[src/rtl/arbitro_memoria_dados_pkg.sv]
// Shared types for the data-memory arbiter: arbitration states and the memory word.
package pkg_memoria;

    localparam int unsigned LARGURA_DADOS = 16;

    typedef logic [LARGURA_DADOS-1:0] t_palavra;

    typedef enum logic {
        LIVRE,
        RAJADA_X
    } t_estado_arb;

endpackage

[src/rtl/arbitro_memoria_dados_if.sv]
// Bus bundle between the two requesters, the arbiter and the data memory.
interface arbitro_memoria_dados_if
    import pkg_memoria::*;
#(
    parameter int unsigned LARGURA = LARGURA_DADOS
);

    logic               req_p;
    logic               esc_p;
    logic [LARGURA-1:0] end_p;
    logic [LARGURA-1:0] dado_p;
    logic               stall_p;
    logic               pronto_p;

    logic               req_x;
    logic               esc_x;
    logic [LARGURA-1:0] end_x;
    logic [LARGURA-1:0] dado_x;
    logic               trava_x;
    logic               conc_x;
    logic               pronto_x;

    logic               md_hab_escrita;
    logic [LARGURA-1:0] md_endereco;
    logic [LARGURA-1:0] md_entrada;
    logic [LARGURA-1:0] md_saida;
    logic [LARGURA-1:0] dado_lido;

    // Arbiter side.
    modport slave (
        input  req_p, esc_p, end_p, dado_p, req_x, esc_x, end_x, dado_x, trava_x, md_saida,
        output stall_p, pronto_p, conc_x, pronto_x, md_hab_escrita, md_endereco, md_entrada,
        output dado_lido
    );

    // Requesters and memory side.
    modport master (
        output req_p, esc_p, end_p, dado_p, req_x, esc_x, end_x, dado_x, trava_x, md_saida,
        input  stall_p, pronto_p, conc_x, pronto_x, md_hab_escrita, md_endereco, md_entrada,
        input  dado_lido
    );

endinterface

[src/rtl/arbitro_memoria_dados_contador_saturado.sv]
// Saturating up-counter with clear, load-to-one and a "reached limit" flag.
module contador_saturado #(
    parameter int unsigned LARGURA_CNT = 8,
    parameter int unsigned LIMITE      = 4
) (
    input  logic                   clk_i,
    input  logic                   rst_i,
    input  logic                   inc_i,
    input  logic                   clr_i,
    input  logic                   load_i,
    output logic [LARGURA_CNT-1:0] valor_o,
    output logic                   cheio_o
);

    localparam logic [LARGURA_CNT-1:0] Limite = LARGURA_CNT'(LIMITE);
    localparam logic [LARGURA_CNT-1:0] Um     = LARGURA_CNT'(1);

    logic [LARGURA_CNT-1:0] valor_q, valor_d;

    always_comb begin
        valor_d = valor_q;
        if (clr_i) begin
            valor_d = '0;
        end else if (load_i) begin
            valor_d = Um;
        end else if (inc_i && (valor_q != Limite)) begin
            valor_d = valor_q + Um;
        end
    end

    always_ff @(posedge clk_i) begin
        if (rst_i) begin
            valor_q <= '0;
        end else begin
            valor_q <= valor_d;
        end
    end

    assign valor_o = valor_q;
    assign cheio_o = (valor_q == Limite);

endmodule

[src/rtl/arbitro_memoria_dados.sv]
// Data-memory arbiter: pipeline (P) has fixed priority, external port (X) gets
// anti-starvation promotion and optional locked bursts.
module arbitro_memoria_dados
    import pkg_memoria::*;
#(
    parameter int unsigned LARGURA    = LARGURA_DADOS,
    parameter int unsigned MAX_ESPERA = 4,
    parameter int unsigned MAX_RAJADA = 8
) (
    input  logic                    clock,
    input  logic                    reset,
    arbitro_memoria_dados_if.slave  bus
);

    localparam int unsigned        LargCnt      = 8;
    localparam logic [LargCnt-1:0] UltimaRajada = LargCnt'(MAX_RAJADA - 1);

    t_estado_arb        estado_q, estado_d;
    logic               grant_p, grant_x;
    logic               espera_inc, espera_clr, espera_cheio;
    logic               rajada_inc, rajada_load, rajada_cheio;
    logic [LargCnt-1:0] espera_valor, rajada_valor;
    logic [LARGURA-1:0] end_q, end_d, ent_q, ent_d;
    logic               hab_escrita;
    logic               pronto_p_q, pronto_x_q;
    logic               unused_contadores;

    always_comb begin
        estado_d    = estado_q;
        grant_p     = 1'b0;
        grant_x     = 1'b0;
        rajada_inc  = 1'b0;
        rajada_load = 1'b0;
        unique case (estado_q)
            LIVRE: begin
                grant_x = bus.req_x && (!bus.req_p || espera_cheio);
                grant_p = bus.req_p && !grant_x;
                // A one-grant burst limit means the lock can never actually be held.
                if (grant_x && bus.trava_x && (MAX_RAJADA > 1)) begin
                    estado_d    = RAJADA_X;
                    rajada_load = 1'b1;
                end
            end
            RAJADA_X: begin
                grant_x    = bus.req_x;
                rajada_inc = bus.req_x;
                if (!bus.req_x || !bus.trava_x || (rajada_valor == UltimaRajada)) begin
                    estado_d = LIVRE;
                end
            end
            default: estado_d = LIVRE;
        endcase
        if (reset) begin
            grant_p = 1'b0;
            grant_x = 1'b0;
        end
        espera_inc = bus.req_x && !grant_x;
        espera_clr = grant_x || !bus.req_x;
    end

    contador_saturado #(
        .LARGURA_CNT (LargCnt),
        .LIMITE      (MAX_ESPERA)
    ) u_espera (
        .clk_i   (clock),
        .rst_i   (reset),
        .inc_i   (espera_inc),
        .clr_i   (espera_clr),
        .load_i  (1'b0),
        .valor_o (espera_valor),
        .cheio_o (espera_cheio)
    );

    contador_saturado #(
        .LARGURA_CNT (LargCnt),
        .LIMITE      (MAX_RAJADA)
    ) u_rajada (
        .clk_i   (clock),
        .rst_i   (reset),
        .inc_i   (rajada_inc),
        .clr_i   (1'b0),
        .load_i  (rajada_load),
        .valor_o (rajada_valor),
        .cheio_o (rajada_cheio)
    );

    assign unused_contadores = ^{espera_valor, rajada_cheio};

    // With no grant the address/data lines keep their previous values.
    always_comb begin
        end_d       = end_q;
        ent_d       = ent_q;
        hab_escrita = 1'b0;
        if (grant_x) begin
            end_d       = bus.end_x;
            ent_d       = bus.dado_x;
            hab_escrita = bus.esc_x;
        end else if (grant_p) begin
            end_d       = bus.end_p;
            ent_d       = bus.dado_p;
            hab_escrita = bus.esc_p;
        end
    end

    always_ff @(posedge clock) begin
        if (reset) begin
            estado_q   <= LIVRE;
            end_q      <= '0;
            ent_q      <= '0;
            pronto_p_q <= 1'b0;
            pronto_x_q <= 1'b0;
        end else begin
            estado_q   <= estado_d;
            end_q      <= end_d;
            ent_q      <= ent_d;
            pronto_p_q <= grant_p;
            pronto_x_q <= grant_x;
        end
    end

    assign bus.md_hab_escrita = hab_escrita && !reset;
    assign bus.md_endereco    = end_d;
    assign bus.md_entrada     = ent_d;
    assign bus.stall_p        = bus.req_p && !grant_p && !reset;
    assign bus.conc_x         = grant_x;
    assign bus.pronto_p       = pronto_p_q;
    assign bus.pronto_x       = pronto_x_q;
    assign bus.dado_lido      = bus.md_saida;

endmodule

[src/flat_wrapper.sv]
// flat-port wrapper written by rule: the top's interface ports become plain ports
module arbitro_memoria_dados_flat import pkg_memoria::*;
#(
    parameter int unsigned LARGURA    = LARGURA_DADOS,
    parameter int unsigned MAX_ESPERA = 4,
    parameter int unsigned MAX_RAJADA = 8
)
  (clock, reset, bus_req_p, bus_esc_p, bus_end_p, bus_dado_p, bus_req_x, bus_esc_x, bus_end_x, bus_dado_x, bus_trava_x, bus_md_saida, bus_stall_p, bus_pronto_p, bus_conc_x, bus_pronto_x, bus_md_hab_escrita, bus_md_endereco, bus_md_entrada, bus_dado_lido);
  arbitro_memoria_dados_if #(.LARGURA(LARGURA)) bus_i ();
  input  logic clock;
  input  logic reset;
  input wire logic [$bits(bus_i.req_p)-1:0] bus_req_p;
  input wire logic [$bits(bus_i.esc_p)-1:0] bus_esc_p;
  input wire logic [$bits(bus_i.end_p)-1:0] bus_end_p;
  input wire logic [$bits(bus_i.dado_p)-1:0] bus_dado_p;
  input wire logic [$bits(bus_i.req_x)-1:0] bus_req_x;
  input wire logic [$bits(bus_i.esc_x)-1:0] bus_esc_x;
  input wire logic [$bits(bus_i.end_x)-1:0] bus_end_x;
  input wire logic [$bits(bus_i.dado_x)-1:0] bus_dado_x;
  input wire logic [$bits(bus_i.trava_x)-1:0] bus_trava_x;
  input wire logic [$bits(bus_i.md_saida)-1:0] bus_md_saida;
  output wire logic [$bits(bus_i.stall_p)-1:0] bus_stall_p;
  output wire logic [$bits(bus_i.pronto_p)-1:0] bus_pronto_p;
  output wire logic [$bits(bus_i.conc_x)-1:0] bus_conc_x;
  output wire logic [$bits(bus_i.pronto_x)-1:0] bus_pronto_x;
  output wire logic [$bits(bus_i.md_hab_escrita)-1:0] bus_md_hab_escrita;
  output wire logic [$bits(bus_i.md_endereco)-1:0] bus_md_endereco;
  output wire logic [$bits(bus_i.md_entrada)-1:0] bus_md_entrada;
  output wire logic [$bits(bus_i.dado_lido)-1:0] bus_dado_lido;
  assign bus_i.req_p = bus_req_p;
  assign bus_i.esc_p = bus_esc_p;
  assign bus_i.end_p = bus_end_p;
  assign bus_i.dado_p = bus_dado_p;
  assign bus_i.req_x = bus_req_x;
  assign bus_i.esc_x = bus_esc_x;
  assign bus_i.end_x = bus_end_x;
  assign bus_i.dado_x = bus_dado_x;
  assign bus_i.trava_x = bus_trava_x;
  assign bus_i.md_saida = bus_md_saida;
  assign bus_stall_p = bus_i.stall_p;
  assign bus_pronto_p = bus_i.pronto_p;
  assign bus_conc_x = bus_i.conc_x;
  assign bus_pronto_x = bus_i.pronto_x;
  assign bus_md_hab_escrita = bus_i.md_hab_escrita;
  assign bus_md_endereco = bus_i.md_endereco;
  assign bus_md_entrada = bus_i.md_entrada;
  assign bus_dado_lido = bus_i.dado_lido;
  arbitro_memoria_dados #(.LARGURA(LARGURA), .MAX_ESPERA(MAX_ESPERA), .MAX_RAJADA(MAX_RAJADA)) u_core (.clock(clock), .reset(reset), .bus(bus_i));
endmodule
[config.mk]
export PLATFORM = sky130hd
export DESIGN_NAME = arbitro_memoria_dados_flat
export DESIGN_NICKNAME = d
export VERILOG_FILES = /design/src/rtl/arbitro_memoria_dados_pkg.sv /design/src/rtl/arbitro_memoria_dados_if.sv /design/src/rtl/arbitro_memoria_dados_contador_saturado.sv /design/src/rtl/arbitro_memoria_dados.sv /design/src/flat_wrapper.sv
export SDC_FILE = /design/constraint.sdc
export NUM_CORES = 1
export LEC_CHECK = 0
export ABC_CLOCK_PERIOD_IN_PS = 6800
export BUFFER_PORTS_ARGS = -buffer_cell sky130_fd_sc_hd__buf_2
export CAP_MARGIN = 20
export CORE_MARGIN = 5
export CORE_UTILIZATION = 43
export DETAILED_ROUTE_END_ITERATION = 8
export PLACE_DENSITY = 0.78
export RECOVER_POWER = 100
export SLEW_MARGIN = 5
export SYNTH_ARGS = -nofsm -noshare
export SYNTH_HDL_FRONTEND = slang
export SYNTH_SLANG_ARGS = --single-unit
export TNS_END_PERCENT = 20
[constraint.sdc]
create_clock -name clock -period 6.8 [get_ports clock]
set_clock_uncertainty 0.15 [all_clocks]
set_input_delay 1.36 -clock clock [delete_from_list [all_inputs] [get_ports clock]]
set_output_delay 1.36 -clock clock [all_outputs]
set_load 0.05 [all_outputs]
After elaboration in Yosys (flattened, before gate mapping):

Index checks and enable logic that the tools add are counted.
W data, S select, Z words.

* register bits: 51
* input bits: 87
* output and inout port bits: 53
* word-level logic and storage cells: 55

* add/sub/neg operators: 2
* equal/unequal tests: 4
* muxes and demuxes: 17
* bitwise logic cells: 1
* reduce and logical (&&, ||, !) cells: 23

Operators with widths (number)
* $mux W16: 4
* $add A8 B1 Y8 const B: 2
* $eq A8 B3 Y1 const B: 2
* $mux W1: 11
* $logic_and A1 B1 Y1: 9
* $ne A8 B3 Y1 const B: 1
* $ne A8 B4 Y1 const B: 1
* $logic_not A1 Y1: 7
* $logic_or A1 B1 Y1: 4
* $pmux W1 S2: 2
* $reduce_or A2 Y1: 2
* $reduce_bool A2 Y1: 1
* $not A1 Y1: 1

Longest topological paths before layout:

Gate-level depths: netlist (run 1).

* depth in word-level cells: 10
* mapped depth: 8
* depth with buffers taken out: 7

Modules after synthesis:

From an unflattened synthesis (run 1), not the netlist that was laid out.

* cell total of the unflattened synthesis: 372
* area total of the unflattened synthesis: 3072.9 µm²

Modules (own cells, without submodules)
* arbitro_memoria_dados: times used 1, cells each 268, area each 2194.6 µm², seq. area each 700.7 µm²
* contador_saturado at u_core.u_espera: times used 1, cells each 53, area each 454.2 µm², seq. area each 160.2 µm²
* contador_saturado at u_core.u_rajada: times used 1, cells each 51, area each 424.2 µm², seq. area each 160.2 µm²

Worst setup path before layout (run 1):

Ideal clock, no wire load.

* path kind: input -> output
* from: in bus_req_x
* to: out bus_stall_p
* arrival time: 2.931 ns
* data required time: 5.290 ns
* path slack: 2.359 ns
* stages: 4
* buffers on the path: 0
* path through: clkinv_1 > nor3_1 > nor2_1 > nor3b_1

* word-level cells in the longest chain between the ends: 8

RTL lines
* from (decl): RTL line flat_wrapper.sv:16 `input wire logic [$bits(bus_i.req_x)-1:0] bus_req_x;`
* $logic_and A1 B1 Y1: RTL line arbitro_memoria_dados.sv:36 `grant_x = bus.req_x && (!bus.req_p || espera_cheio);`
* $logic_not A1 Y1: RTL line arbitro_memoria_dados.sv:37 `grant_p = bus.req_p && !grant_x;`
* $logic_and A1 B1 Y1: RTL line arbitro_memoria_dados.sv:37
* $mux W1: RTL line arbitro_memoria_dados.sv:34 `unique case (estado_q)`
* $mux W1: RTL line arbitro_memoria_dados.sv:53 `if (reset) begin`
* $logic_not A1 Y1: RTL line arbitro_memoria_dados.sv:124 `assign bus.stall_p = bus.req_p && !grant_p && !reset;`
* $logic_and A1 B1 Y1 (2 in series): RTL line arbitro_memoria_dados.sv:124
* to (decl): RTL line flat_wrapper.sv:22 `output wire logic [$bits(bus_i.stall_p)-1:0] bus_stall_p;`

Every way passes these cells.

Worst setup path in the final report (run 1):

* from: in bus_req_x
* to: out bus_md_endereco[0]

* word-level cells in the longest chain between the ends: 7
* elaborated cells on any way between the ends: 9
* classes of those cells: 6 x mux; 3 x reduce/logical

RTL lines
* $logic_and A1 B1 Y1: RTL line arbitro_memoria_dados.sv:36
* $logic_not A1 Y1: RTL line arbitro_memoria_dados.sv:37
* $logic_and A1 B1 Y1: RTL line arbitro_memoria_dados.sv:37
* $mux W1: RTL line arbitro_memoria_dados.sv:34
* $mux W1: RTL line arbitro_memoria_dados.sv:53
* $mux W16: RTL line arbitro_memoria_dados.sv:98 `end else if (grant_p) begin`
* $mux W16 *: RTL line arbitro_memoria_dados.sv:94 `if (grant_x) begin`
* to (decl): RTL line flat_wrapper.sv:27 `output wire logic [$bits(bus_i.md_endereco)-1:0] bus_md_endereco;`

Mark *: on every way between the ends. The rest lies on a longest branch, timed or not.

==> results.md, run 1 <==
* Status: finished, violations left
* Failing checks: capacitance limit, slew limit
* Post-route cell area at 3735 um2
* Max Slew Vio Count at 36
* Dpl cell area at 3669 um2
* Vias in the first global route at 3252
* CTS buffer count at 5
* Area Overhead vs Synth at 14.72%
* TritonCTS clock tree: yes
* Sequential area share after synthesis at 31.36%
* Ratio of cells with drive above 1 in the final layout at 29.07%
* Final hold violation count at 0
* Startpoint Class: primary input
* Largest family of logic cells by synthesized area: compound AO/OA/AOI/OAI gates
* Slew @ Worst Pin at 1.650 ns
* Reg area at 1021 um2
* Min-delay src: u_core.u_espera.valor_o[0]
* Clock latency on the worst-skew pair at 0.30 ns
* Post-CTS sizing at 0
* Hold_buf cts at 0
* Die Span Y at 97.01 um
* First-pass GRT wire length at 15470 um
* WL per Instance at 16.34 um
* NumNets Final at 544
* Unrepaired setup endpoints after global routing: no
* Synth Area in Adders at 1.537%
* F_max at 0.1757 GHz
* Final setup violation count at 0
* CP Data Required Time at 5.29 ns
* Cell Pwr Density at 205.6 nW/um2
* Dpl hpwl at 6317 um
* Post-synthesis mux area share at 0.3075%
* Post-Synth Simple-Gate Area at 20.95%
* Remaining antenna violation count at 0
* Die width at 97.01 um
* Top Usage Layer GRT: met2
* Max Fanout on Critical Path at 18
* XOR/XNOR share of the synthesized area at 3.228%
* Initial antenna violation count at 1
* Grt met1 use at 24.37%
* Max Cap Viol at 1
* M3 GR Usage at 6.403%
* CTS sink cnt at 51
* Die area at 9411 um2
* Core Box Area at 7331 um2
* # DRC at 0
* Clock buffer depth at 2
* Multi-input gate area at 1884 um2
* Worst min-delay path category: reg -> reg
* Largest net degree at the start of global routing at 40
* Fill cells at 732
* Placer Congestion at 0.8115
* Initial core utilization at 44.41%
* Relative slew margins at -9.972%
* Top-Level Pins at 140
* Vias/cell at 5.884
* Mapped Nets at 473
* Mapped Cells at 382
* Kind of critical path: in -> out
* Clock slew at reported path FFs at 0.09 ns
* Worst r2r src: u_core.u_espera.valor_o[0]
* Element type at the critical path end: output pin
* Postcts setup bufs at 0
* DR iter-0 viols at 205
* Total track usage at 19.24%
* Warnings from Yosys at 0
* Critical path arrival at 4.18 ns
* Fin crit share at 83.69%
* Total gr overflow at 0
* Worst vdd ir at 117.8 uV
* Root buffer cell: clkbuf_8
* Post-layout min period at 5.691 ns
* Synthesized area per cell at 8.523 um2
* Cell Area, Synth at 3256 um2
* Num rows at 31
* Via count at 3260
* FF+latch count, synth at 51
* WL final at 9053 um
* Port Buffers at 107
* P_leak at 1.549 nW
* Compound-Gate Fraction of Synth Area at 32.28%
* Setup TNS at 0 ns
* CP Launch Point: bus_req_x
* Met2 usage at 31.58%
* Cell variety after synth at 41
* H-tree levels at 2
* DRT Pass-1 Iters at 5
[registers in the layout, summed over array words and instances (netlist names)]
name	count
u_core.bus.pronto_x	1
u_core.ent_q	16
u_core.estado_q	1
u_core.end_q	16
u_core.u_espera.valor_o	8
u_core.u_rajada.valor_o	8
u_core.bus.pronto_p	1
[worst paths after layout]
kind	endpoint	slack, ns	depth (start not counted)
worst max register to register	u_core.ent_q[15]	2.25	7
worst max-delay path	bus_md_endereco[0]	1.11	7
worst min-delay path	u_core.u_espera.valor_o[0]	0.32	1
worst min register to register	u_core.u_espera.valor_o[0]	0.32	1
[stage by stage]
| step | utilization [%] | worst slack, ns | hold slack (ns) | power, W | cells |
|---|---|---|---|---|---|
| floorplan | - | 2.359 | 0.2755 | 0.0005408 | 382 |
| global placement | 50.04 | 1.746 | 0.2879 | 0.0005792 | 544 |
| detailed placement | 50.04 | 1.646 | 0.3020 | 0.0005832 | 544 |
| CTS | 51.41 | 1.640 | 0.3233 | 0.0007785 | 552 |
| global route | 50.95 | 0.7705 | 0.3447 | 0.0008097 | 554 |
| finish | 50.95 | 1.109 | 0.3176 | 0.0007679 | 554 |
[cell usage in the layout (no fill, tap or decap), drive strengths merged, types with 2 or more instances in the layout]
cell type  synthesis  layout
o211ai             3       3
and3               3       3
clkbuf            19      34
and2               3       3
buf               31      88
o21ai              4       4
nor2              17      17
inv                9       9
xor2              11      11
o2111ai            2       2
nand4              5       5
a31oi             32      32
nand2             70      70
ha                 4       4
nand2b            34      34
dfxtp             51      51
a21oi              3       3
o221a             64      64
[area by class of cell]
cell class              instances  area share [%]
clock buffers                   8           2.680
repair buffers                114           15.14
well taps                      99           3.317
inverters                      10           1.005
diodes                          1         0.06700
flip-flops and latches         51           27.34
multi-input cells             271           50.45
[cells in the mapped netlist (all sizes together)]
cell type | n | area share [%]
a21o | 1 | 0.23
o21ai | 4 | 0.96
nor3 | 1 | 0.15
nor2 | 17 | 2.0
buf | 31 | 7.0
and4 | 1 | 0.27
o211ai | 3 | 0.69
a41o | 1 | 0.31
xor2 | 11 | 3.0
or3b | 1 | 0.27
o2111ai | 2 | 0.54
or4b | 1 | 0.42
nand3 | 1 | 0.15
ha | 4 | 1.5
mux2i | 1 | 0.31
nand4 | 5 | 0.96
clkbuf | 19 | 2.2
inv | 9 | 1.0
xnor2 | 1 | 0.27
a32o | 1 | 0.31
and3 | 3 | 0.58
o31ai | 1 | 0.23
nand2b | 34 | 6.5
or3 | 1 | 0.19
clkinv | 1 | 0.12
o311ai | 1 | 0.27
a31oi | 32 | 6.1
nand2 | 70 | 8.2
o221a | 64 | 22
dfxtp | 51 | 31
nor3b | 1 | 0.23
nor2b | 1 | 0.19
and2 | 3 | 0.58
or4 | 1 | 0.23
a21oi | 3 | 0.46
[power breakdown]
| group | switching, W | total, W | internal, W |
|---|---|---|---|
| clock network | 0.000101 | 0.000194 | 0.0000931 |
| logic | 0.000169 | 0.000251 | 0.0000819 |
| registers | 0.00000763 | 0.000323 | 0.000315 |
| total | 0.000278 | 0.000768 | 0.000490 |
[cell families after synthesis]
kind of cell,Yosys count
flops,51
compound gates,113
fa+ha+maj,4
simple gates,141
mux,1
buf+inv,60
xor+xnor,12
[critical path, stage by stage]
cell and delay, ns:
clkbuf_1 0.22, clkinv_1 0.44, nor3_1 0.38, or3_1 0.54, clkbuf_1 0.64, o221a_2 0.33
buf_2 0.26
[metal layers]
metal	up-vias	wire (um)
li1	1547	-
met1	1554	3962
met2	149	4112
met3	10	879
met4	0	99
met5	-	0
No activity file was read; power rests on OpenSTA's default activity.
==> inputs of run 2 (changes only) <==
- ABC_CLOCK_PERIOD_IN_PS: 6800 -> 5000
- PLACE_DENSITY: 0.78 -> 0.81
- clock period: 6.8 -> 5 ns (I/O delays scaled with it)
==> run 2 against run 1 <==
  * The flow now finishes without violations
  * Sequential share of layout area fell by 0.15 points
  * Final area rose by 0.54%
  * Hold slack barely moved
  * Count of clock-buffer cells in the layout fell by 2
  * First-iteration DRC count fell by 16%
  * Sequential cell count did not move
  * Sequential power rose by 36%
  * Largest cell class unchanged
  * Highest routed layer unchanged
==> results.md, run 2 (synthesis gave the netlist of run 1 again) <==
* Clock buffer depth at 2
* Die area at 9411 um2
* CTS buffer count at 5
* WL final at 8774 um
* First-pass GRT wire length at 14860 um
* Fill cells at 728
* WL per Instance at 15.84 um
* Clock slew at reported path FFs at 0.09 ns
* Commonest cells after routing, fill and taps aside: buf_2 (70), nand2_1 (69), dfxtp_1 (51)
* CP Data Required Time at 3.85 ns
* Ratio of cells with drive above 1 in the final layout at 33.85%
* Placer Congestion at 0.8183
* Top-Level Pins at 140
* Root buffer cell: clkbuf_8
* P_leak at 1.606 nW
* Die Span Y at 97.01 um
* F_max at 0.2149 GHz
* Final setup violation count at 0
* Via count at 3180
* Cell Pwr Density at 270.2 nW/um2
* Kind of critical path: reg -> out
* Relative slew margins at 28.48%
* Startpoint Class: flip-flop
* Dpl hpwl at 6326 um
* Worst r2r src: u_core.u_espera.valor_o[0]
* Area Overhead vs Synth at 15.33%
* Element type at the critical path end: output pin
* Post-CTS sizing at 0
* Vias in the first global route at 3083
* Unrepaired setup endpoints after global routing: no
* Worst vdd ir at 146.1 uV
* CTS sink cnt at 51
* Critical path arrival at 3.50 ns
* Postcts setup bufs at 0
* Reg area at 1021 um2
* Status: finished, final reports clean
* Max Fanout on Critical Path at 36
* N_diodes at 0
* Max Cap Viol at 0
* NumNets Final at 545
* CP Launch Point: u_core.u_espera.valor_o[0]
* TritonCTS clock tree: yes
* Worst min-delay path category: reg -> reg
* Post-layout min period at 4.652 ns
* Total gr overflow at 0
* Hold_buf cts at 0
* DRT Pass-1 Iters at 5
* Core Box Area at 7331 um2
* Initial core utilization at 44.41%
* Multi-input gate area at 1899 um2
* # DRC at 0
* Top Registers: u_core.end_q x16, u_core.ent_q x16
* Initial antenna violation count at 0
* Min-delay src: u_core.u_espera.valor_o[0]
* Final hold violation count at 0
* Hold WS at 0.3172 ns
* Most common cell after layout, fill and taps aside: buf_2
* Num rows at 31
* Total track usage at 18.24%
* Die width at 97.01 um
* Max Slew Vio Count at 0
* Fin crit share at 93.05%
* Setup TNS at 0 ns
* Vias/cell at 5.740
* Port Buffers at 107
* Slew @ Worst Pin at 1.070 ns
* Clock latency on the worst-skew pair at 0.30 ns
* DR iter-0 viols at 172
* Remaining antenna violation count at 0
* Largest net degree at the start of global routing at 39
* H-tree levels at 2
-- run 2: power by group --
part | total (W) | leakage, nW | switching, W | internal [W]
logic | 0.000344 | 1.14 | 0.000229 | 0.000115
clock network | 0.000232 | 0.0412 | 0.000134 | 0.0000981
registers | 0.000439 | 0.420 | 0.0000106 | 0.000428
total | 0.00101 | 1.61 | 0.000373 | 0.000641
-- run 2: layout make-up --
cell class,instances,share of cell area (%)
multi-input combinational,271,50.58
sequential,51,27.19
clock buffer,6,1.933
inverter,10,0.9997
tap,99,3.299
clock inverter,2,0.3332
timing repair buffer,115,15.66
-- run 2: path summary, 6_finish.rpt --
kind	endpoint	slack, ns	cells after the start
setup / recovery	bus_md_endereco[15]	0.35	7
hold / removal	u_core.u_espera.valor_o[0]	0.32	1
setup reg to reg	u_core.end_q[9]	1.49	6
hold reg to reg	u_core.u_espera.valor_o[0]	0.32	1
-- run 2: layer usage --
metal | wire length [um] | GRT usage [%] | part of all wire [%]
met1 | 3836 | 23.65 | 44
met2 | 3984 | 29.19 | 45
met3 | 797 | 5.468 | 9.1
met4 | 155 | 5.400 | 1.8
met5 | 0 | 0 | 0
-- run 2: metrics by stage --
step / worst slack (ns) / cell area (um2) / power, W / std cells / utilization [%]
floorplan: 1.279 / 3256 / 0.0007355 / 382 / -
finish: 0.3476 / 3755 / 0.001014 / 554 / 51.22
global route: 0.07591 / 3755 / 0.001072 / 554 / 51.22
CTS: 0.3308 / 3769 / 0.001027 / 554 / 51.41
global placement: 0.7138 / 3684 / 0.0007869 / 546 / 50.25
detailed placement: 0.6557 / 3684 / 0.0007926 / 546 / 50.25
-- run 2: critical path, cell delays in order (launching register included) --
cell	delay, ns
dfxtp_1	0.34
inv_1	0.06
ha_1	0.12
or4b_1	0.51
o21ai_4	0.78
nand2_2	0.66
o221a_2	0.48
clkbuf_2	0.23
==> inputs of run 3 (changes only) <==
- PLACE_DENSITY: 0.81 -> 0.76
==> run 3 against run 2 <==
  * Power increased by 2.3%
  * Count of clock-buffer cells in the layout increased by 1
  * First-iteration DRC count decreased by 15%
  * Combinational power decreased by 2%
  * Sequential share of layout area increased by 0.34 points
  * Register-to-register slack improved by 0.10 ns
  * Clock power increased by 13%
  * Maximum frequency increased by 4.7%
  * Wire length increased by 5.0%
  * Non-clock buffer count decreased by 1
  * Critical path depth increased by 1
  * Critical endpoint is now bus_md_entrada[8]
  * Largest power group unchanged
==> results.md, run 3 (synthesis gave the netlist of run 1 again) <==
* DRT Pass-1 Iters at 4
* Die width at 97.01 um
* Critical path arrival at 3.29 ns
* Status: finished, final reports clean
* Largest net degree at the start of global routing at 39
* Vias in the first global route at 3173
* Crit-path cells: buf_2 > clkinv_1 > buf_4 > nor3_1 > or3_1 > buf_4 > o221a_1 > clkbuf_1
* CP Data Required Time at 3.85 ns
* Fin crit share at 88.90%
* Setup TNS at 0 ns
* Max stage delay cell, worst path: or3_1
* Final hold violation count at 0
* Port Buffers at 107
* Clock latency on the worst-skew pair at 0.31 ns
* Relative slew margins at 23.79%
* # DRC at 0
* Dpl ws at 0.7537 ns
* F_max at 0.2250 GHz
* Worst min-delay path category: reg -> reg
* Hold Crit Depth at 1
* Ratio of cells with drive above 1 in the final layout at 26.87%
* Unrepaired setup endpoints after global routing: no
* First-pass GRT wire length at 14980 um
* Worst vdd ir at 133.8 uV
* CTS buffer count at 5
* Top Registers: u_core.end_q x16, u_core.ent_q x16
* Commonest cells after routing, fill and taps aside: buf_2 (71), nand2_1 (69), dfxtp_1 (51)
* Via count at 3179
* Slew @ Worst Pin at 1.140 ns
* Initial core utilization at 44.41%
* Clock slew at reported path FFs at 0.10 ns
* Core Box Area at 7331 um2
* Top-Level Pins at 140
* Min-delay src: u_core.u_espera.valor_o[0]
* Placed cells at 545
* Max Fanout on Critical Path at 35
* Layout Cells excl Fill at 553
* Setup WS post-layout at 0.5552 ns
* N_diodes at 0
* Die Span Y at 97.01 um
* WP buf/inv at 5
* Post-layout min period at 4.445 ns
* Reg2reg end: u_core.end_q[9]
* Total gr overflow at 0
* Family with the most delay on the worst path: buffers and inverters
* Postcts setup bufs at 0
* CP peak stage delay at 0.51 ns
* CTS sink cnt at 51
* Most common cell after layout, fill and taps aside: buf_2
* Kind of critical path: in -> out
* Startpoint Class: primary input
* Num rows at 31
* Remaining antenna violation count at 0
* Die area at 9411 um2
* WL per Instance at 16.67 um
* Power, Total at 0.001038 W
* Vias/cell at 5.749
* Fill cells at 755
* Cell Pwr Density at 279.9 nW/um2
* Area Overhead vs Synth at 13.91%
* Max Slew Vio Count at 0
* Hold_buf cts at 0
* Root buffer cell: clkbuf_8
* Setup slack, reg-to-reg at 1.59 ns
* NumNets Final at 544
* Worst Hold Endpoint: u_core.u_espera.valor_o[0]
* Clock buffer depth at 2
* Worst R2R Path Depth at 7
* Dpl hpwl at 6258 um
* Initial antenna violation count at 0
* Max Cap Viol at 0
* WL final at 9217 um
* TritonCTS clock tree: yes
* H-tree levels at 2
* Final setup violation count at 0
* Post-CTS sizing at 0
* Placer Congestion at 0.8073
* CP Launch Point: bus_req_x
* Worst r2r src: u_core.u_espera.valor_o[0]
* P_leak at 1.515 nW
* Total track usage at 18.49%
* Element type at the critical path end: output pin
* Most used cell, CP: buf_4
* DR iter-0 viols at 147
## run 3: cell types whose count changed in the layout (fill, tap and decap cells not counted), sizes merged
cell	before	now
clkinvlp	1	0
## run 3: worst max path at each step
stage          cells after the start            endpoint
3_3_place_gp                       9  bus_md_hab_escrita
3_5_place_dp                       8   bus_md_entrada[8]
6_report                           8   bus_md_entrada[8]
2_1_floorplan                      4         bus_stall_p
4_1_cts                            9  bus_md_hab_escrita
5_1_grt                            8   bus_md_entrada[8]
## run 3: area by class of cell
class	instances	area (um2)	area share [%]
inverters	10	37.54	1.012
flip-flops and latches	51	1021	27.53
well taps	99	123.9	3.340
clock buffers	7	86.33	2.328
multi-input cells	271	1888	50.91
repair buffers	114	543.0	14.64
clock inverters	1	8.758	0.2362
## run 3: power by group
part / switching, W / internal (W)
logic: 0.000232 / 0.000106
registers: 0.0000103 / 0.000428
clock network: 0.000147 / 0.000114
## run 3: layer usage
layer / vias up / global-route usage, % / share of wire [%]
met2: 136 / 30.25 / 44
met1: 1480 / 23.84 / 46
li1: 1552 / - / -
met5: - / 0 / 0
met4: 0 / 4.644 / 0.92
met3: 11 / 5.396 / 8.9
## run 3: per-stage QoR
step	hold slack [ns]	utilization (%)	area, um2
floorplan	0.2755	-	3256
global placement	0.2876	50.15	3676
detailed placement	0.2949	50.15	3676
CTS	0.3190	51.44	3771
global route	0.3250	50.59	3709
finish	0.3221	50.59	3709
